**src/rtl/button_conditioner.sv**
```systemverilog
// Push-button front end: per-bit synchronizer, sampled saturating-count debouncer
// and rising-edge detector producing one clean pulse per debounced press.
module button_conditioner #(
    parameter int WIDTH          = 4,
    parameter int SAMPLE_CNT_MAX = 62500,
    parameter int PULSE_CNT_MAX  = 200,
    parameter int SYNC_STAGES    = 2
) (
    input  logic             i_clk,
    input  logic             i_rst,
    input  logic [WIDTH-1:0] i_buttons_raw,
    output logic [WIDTH-1:0] o_buttons_level,
    output logic [WIDTH-1:0] o_buttons_pulse
);

    localparam int SCW = $clog2(SAMPLE_CNT_MAX);
    localparam int PCW = $clog2(PULSE_CNT_MAX + 1);

    localparam logic [SCW-1:0] SAMPLE_LAST = SCW'(SAMPLE_CNT_MAX - 1);
    localparam logic [PCW-1:0] PULSE_SAT   = PCW'(PULSE_CNT_MAX);

    logic [WIDTH-1:0] r_sync [SYNC_STAGES];
    logic [SCW-1:0]   r_sample_cnt;
    logic [PCW-1:0]   r_cnt [WIDTH];
    logic [WIDTH-1:0] r_level;
    logic [WIDTH-1:0] r_level_d;
    logic [WIDTH-1:0] r_pulse;

    logic [WIDTH-1:0] w_sync;
    logic             w_tick;
    logic [WIDTH-1:0] w_sat;

    // Plain flop chain: the raw inputs are asynchronous to i_clk.
    always_ff @(posedge i_clk) begin
        if (i_rst) begin
            for (int s = 0; s < SYNC_STAGES; s++) begin
                r_sync[s] <= '0;
            end
        end else begin
            r_sync[0] <= i_buttons_raw;
            for (int s = 1; s < SYNC_STAGES; s++) begin
                r_sync[s] <= r_sync[s-1];
            end
        end
    end

    assign w_sync = r_sync[SYNC_STAGES-1];

    // Shared sample tick; phase is fixed relative to reset release.
    assign w_tick = (r_sample_cnt == SAMPLE_LAST);

    always_ff @(posedge i_clk) begin
        if (i_rst) begin
            r_sample_cnt <= '0;
        end else if (w_tick) begin
            r_sample_cnt <= '0;
        end else begin
            r_sample_cnt <= r_sample_cnt + SCW'(1);
        end
    end

    // A single low sample restarts the count, so bounces never accumulate.
    always_ff @(posedge i_clk) begin
        for (int i = 0; i < WIDTH; i++) begin
            if (i_rst) begin
                r_cnt[i] <= '0;
            end else if (w_tick) begin
                if (!w_sync[i]) begin
                    r_cnt[i] <= '0;
                end else if (r_cnt[i] != PULSE_SAT) begin
                    r_cnt[i] <= r_cnt[i] + PCW'(1);
                end
            end
        end
    end

    always_comb begin
        w_sat = '0;
        for (int i = 0; i < WIDTH; i++) begin
            w_sat[i] = (r_cnt[i] == PULSE_SAT);
        end
    end

    always_ff @(posedge i_clk) begin
        if (i_rst) begin
            r_level   <= '0;
            r_level_d <= '0;
            r_pulse   <= '0;
        end else begin
            r_level   <= w_sat;
            r_level_d <= r_level;
            r_pulse   <= r_level & ~r_level_d;
        end
    end

    assign o_buttons_level = r_level;
    assign o_buttons_pulse = r_pulse;

endmodule
```
**config.mk**
```make
export PLATFORM = sky130hd
export DESIGN_NAME = button_conditioner
export DESIGN_NICKNAME = d
export VERILOG_FILES = /design/src/rtl/button_conditioner.sv
export SDC_FILE = /design/constraint.sdc
export NUM_CORES = 1
export LEC_CHECK = 0
export ABC_AREA = 1
export BUFFER_PORTS_ARGS = -buffer_cell sky130_fd_sc_hd__clkbuf_2
export CAP_MARGIN = 20
export CORE_UTILIZATION = 45
export DETAILED_ROUTE_END_ITERATION = 6
export GPL_ROUTABILITY_DRIVEN = 0
export PLACE_DENSITY = 0.7
export SYNTH_ARGS = -nofsm -noshare
export SYNTH_HDL_FRONTEND = slang
export SYNTH_SLANG_ARGS = --single-unit
```
**constraint.sdc**
```tcl
create_clock -name i_clk -period 3.9 [get_ports i_clk]
set_input_delay 0.78 -clock i_clk [delete_from_list [all_inputs] [get_ports i_clk]]
set_output_delay 0.78 -clock i_clk [all_outputs]
set_load 0.01 [all_outputs]
```
# Yosys cells after proc, flatten, opt, wreduce, memory -nomap -nowiden
# Memory sizes are Yosys's and may differ from the RTL's.
# Index checks and enable logic that the tools add are counted.
# Widths: inputs -> output; s select.
totals:
  reg_bits: 28
  ram_bits: 40
  output_inout_bits: 8
  elab_cells: 82
  mem_count: 2
mem_list:
  columns: ["memory", "words", "width", "read_ports", "rd_clocked_by_memory_dff", "wr", "line", "text"]
  rows:
  - ["r_cnt", 4, 8, 4, 0, 4, "24", "logic [PCW-1:0] r_cnt [WIDTH];"]
  - ["r_sync", 2, 4, 2, 0, 2, "22", "logic [WIDTH-1:0] r_sync [SYNC_STAGES];"]
op_classes:
  n_addsub: 5
  eq_ne: 9
  mux: 49
  bitwise: 12
  reduce_logical: 1
ops:
  columns: ["cell", "count"]
  rows:
  - ["$mux 8", 8]
  - ["$mux 1", 39]
  - ["$add 8x1->8 const B", 4]
  - ["$eq 8x8->1 const B", 4]
  - ["$ne 8x8->1 const B", 4]
  - ["$add 16x1->16 const B", 1]
  - ["$eq 16x16->1 const B", 1]
  - ["$or 1x1->1", 10]
  - ["$mux 4", 2]
  - ["$and 4x4->4", 1]
  - ["$not 4->4", 1]
  - ["$reduce_or 2->1", 1]

# Logic depth before layout (Yosys ltp)
depth:
  depth_word: 7
  depth_mapped: 7

# Least setup slack after synthesis
# Ideal clock, no wire load.
synth_timing:
  kind: "input port to flip-flop"
  startpoint: "in i_rst"
  endpoint: "mem r_cnt[2][0] (netlist name) (enable)"
  arrival_ps: 1770
  required_time_ps: 3525
  slack_ps: 1754
  cell_stages: 5
  path_cell_list: "inv_1 -> nand2_1 -> nor2_1 -> nor2_1 -> a21oi_1"
synth_lines:
  columns: ["element", "line", "text"]
  rows:
  - ["start, declared", "10", "input logic i_rst,"]
  - ["end, declared", "24", null]

==> impl.org <==
** Status
- The flow ran to the end, and the final reports show no timing, DRC or antenna violations.

** STA
- Final Max Slew Viols :: 0
- Final setup violation count :: 0
- Fin worst setup slack :: 1.49 ns
- Final count of hold timing violations :: 0
- Setup skew after layout :: 0.00619 ns
- Setup repair after global routing left no endpoint under its margin.
- Setup TNS Final :: 0 ns
- Of the available clock period, the critical path in the final layout requires 61.7%.
- Measured against its own limit, the worst slew margin works out to 49.8%.
- F_max :: 415 MHz
- Slew of the pin with the lowest slew margin :: 0.754 ns
- Subtracting the final worst setup slack from the clock period gives 2.41 ns.

** Worst setup path
- The worst setup path is captured at a flop.
- In this run the critical register-to-register path is launched from r_cnt[2][0].
- Required time reported for the critical path endpoint :: 3.88 ns
- FF-to-FF setup slack :: 1.75 ns
- At the worst endpoint, the arrival time is 2.39 ns.
- Of all nets on the critical path, the largest fanout is 21.
- Category of the most critical setup path :: in2reg
- Depth of the worst register-to-register path :: 7
- RR Endpoint :: r_cnt[2][5]
- STA classifies the critical path startpoint as an input pin.

** Logic synthesis
- EDFF count, synth :: 32
- Number of distinct standard cells referenced by the synthesized netlist :: 22
- The synthesized netlist occupies a cell area of 3280 sq um.
- Yosys reg bits :: 68
- Yosys warnings :: 0
- Largest area contributor in the synthesized netlist :: edfxtp_1
- Counting every net in the synthesized netlist gives 414.
- Top cell type's share of synthesized area :: 29.3%
- Share of flip-flops with an asynchronous set or reset :: 0%
- Top cells by area in the synthesized netlist :: edfxtp_1, dfxtp_1, nor2_1, nand2_1, inv_1
- Sequential cell area fraction in the yosys report :: 51.3%
- Each instance of the synthesized netlist takes up on average 8.22 sq um.
- Post-synthesis cell count :: 399
- Among all flip-flop cells after synthesis, the most frequent one is dfxtp_1.

** Clock network
- TritonCTS built the clock tree.
- Clock insertion delay at the later pin of the skew report :: 0.34 ns
- Max Buffers Root-to-Sink :: 2
- Number of buffers inserted by post-CTS setup repair :: 0
- After clock tree synthesis, the flow added hold-fix buffers numbering 0.
- Root Driver :: clkbuf_8
- After clock tree synthesis, the clock-pin slew on the worst setup and hold paths is 0.08 ns.
- The tree built by TritonCTS fans out to 68 sinks.
- Post-cts sizing count :: 0
- TritonCTS created 9 clock buffers.
- Number of levels the H-tree was split into :: 3

** Final layout
- In the final design database the tool counted 435 nets.
- Cells with a size suffix above 1 make up 10.1% of the layout.
- The layout has 690 filler cells.
- Compared with the post-synthesis result, the final layout area differs by 12.5%.
- Final Util :: 53.4%
- The number of antenna diodes in the final layout is 0.

** Floorplan
- Die extent in x :: 87.4 um
- The floorplan has 30 rows.
- For this design the top-level I/O count stands at 14.
- The floorplan step defined a die boundary enclosing 7630 sq um.
- The floorplan step set the die height to 87.4 um.
- Floorplan Core Area :: 6910 sq um
- Once the floorplan was initialized, standard cells occupied 47.5% of the core.

** Placement
- HPWL reported at the end of detailed placement :: 4150 um
- Worst setup timing slack at the placement stage :: 1.11 ns
- Buffers placed on the I/O ports in this run total 13.

** Min path
- Along the worst hold path, the cell count comes to 1.
- The min-delay analysis places its worst path in the category reg2reg.
- The startpoint identified for the worst hold timing path is r_level_d[3].
- Hold-critical path endpoint :: o_buttons_pulse[3]

** Power and ir drop
- Net switching is 21.6% of the power.
- Combinational Power Share :: 3.9%
- For this design the ratio of total power to cell area is 419 nW/um^2.
- Cell internal power was estimated by the tool at 1.21 mW.
- In this run, the clock network consumes 45.2% of the power.
- Worst supply voltage drop on vdd :: 0.000167 V
- Summed over all cells, the static leakage comes to 1.56 nW.
- Net Switching :: 334 uW
- Of the total power, registers draw 50.9%.

** Detailed routing
- Post-route ant nets :: 0
- After detailed routing, the average wire length per cell comes to 11.3 um.
- Dividing the detail-routed via count by the number of cells gives 4.69.
- The pre-antenna-repair detailed-routing pass consisted of 4 iterations.
- After detailed routing, the total wire length is 5870 um.
- For this run, design rule violations remaining after detail routing come to 0.
- The detailed router placed 2,445 vias in this run.
- After the first detailed-routing iteration, the DRC count stood at 70.

** Global routing
- Entering global routing, the biggest net connects 22 pins.
- Global routing consumed, over all layers together, 17.6% of the routing resources.
- The number of global-route vias before repair came to 2,370.
- For this run the aggregate overflow at the end of global routing stands at 0.
- The initial antenna violation count was 0.
- First-pass GRT wire length :: 10,400 um

** Run
- Across the run, the number of max-cap violations was 0.
cell families after synthesis:
kind of cell	count (synthesis)	share of synthesized area [%]
XOR/XNOR	20	5.34
buffers and inverters	64	7.44
AO/OA/AOI/OAI	15	2.52
adder cells (fa/ha/maj)	9	3.44
flip-flops	68	51.3
AND/OR/NAND/NOR	223	30.0
worst max-delay path by stage:
stage,from,endpoint,slack [ns],cells past startpoint
2_1_floorplan,i_rst,r_cnt[2][0],1.75,5
3_3_place_gp,i_rst,r_cnt[2][1],1.24,6
3_5_place_dp,i_rst,r_cnt[2][0],1.11,6
4_1_cts,i_rst,r_cnt[2][5],1.48,6
5_1_grt,i_rst,r_cnt[2][5],1.32,6
6_report,i_rst,r_cnt[2][5],1.49,6
critical path, stage by stage:
cell and delay (ns):
clkbuf_2 0.26, inv_1 0.26, nand2_1 0.10, nor2_1 0.31
nor2_1 0.08, a21oi_1 0.60
placed cells by master, fill, tap and decap left out, types with 8 or more instances in the layout:
cell / instances
nor2_1: 90
nand2_1: 71
inv_1: 61
dfxtp_1: 36
edfxtp_1: 32
nand3_1: 27
clkbuf_2: 13
nor3_1: 11
xnor2_1: 11
a21oi_1: 10
xor2_1: 9
ha_1: 9
clkbuf_8: 9
nand4_1: 8
metal layers:
layer / GRT usage, % / up-vias / wire, um / share of wire, %
met3: 3.13 / 10 / 152 / 2.6
met1: 22.1 / 1111 / 2860 / 49
met2: 29.1 / 32 / 2770 / 47
met5: 0 / - / 0 / 0
met4: 8.94 / 0 / 93 / 1.6
li1: - / 1292 / - / -
flip-flops by register name, indices dropped and copies added, names as in the netlist:
register	count
o_buttons_level	4
o_buttons_pulse	4
r_cnt	32
r_level_d	4
r_sample_cnt	16
r_sync	8
cells in the mapped netlist (all sizes together), types with 8 or more instances:
| cell | instances |
|---|---|
| xnor2 | 11 |
| a21oi | 12 |
| nand2 | 78 |
| xor2 | 9 |
| nand3 | 27 |
| nand4 | 8 |
| dfxtp | 36 |
| nor3 | 11 |
| inv | 61 |
| ha | 9 |
| nor2 | 95 |
| edfxtp | 32 |
area by class of cell:
type	count	area (sq um)	share of cell area (%)
clock buffers	9	124	3.36
repair buffers	13	65.1	1.76
inverters	61	229	6.21
multi-input cells	267	1350	36.7
flip-flops and latches	68	1680	45.6
clock inverters	7	115	3.12
well taps	96	120	3.26
power by group through the flow:
stage	registers, mW	logic (mW)	clock network, mW
3_5_place_dp	0.803	0.0608	0
4_1_cts	0.786	0.0617	0.709
3_3_place_gp	0.801	0.0590	0
2_1_floorplan	0.798	0.0488	0
6_report	0.787	0.0608	0.698
5_1_grt	0.790	0.0710	0.735
per-stage QoR:
step           total power, mW  std cells  area (sq um)  hold WS, ns
2_1_floorplan            0.846        399          3280        0.373
3_3_place_gp             0.860        505          3450        0.379
3_5_place_dp             0.863        505          3450        0.390
4_1_cts                   1.56        521          3690        0.395
5_1_grt                   1.60        521          3690        0.404
6_report                  1.55        521          3690        0.389
(Power assumes the default switching activity.)
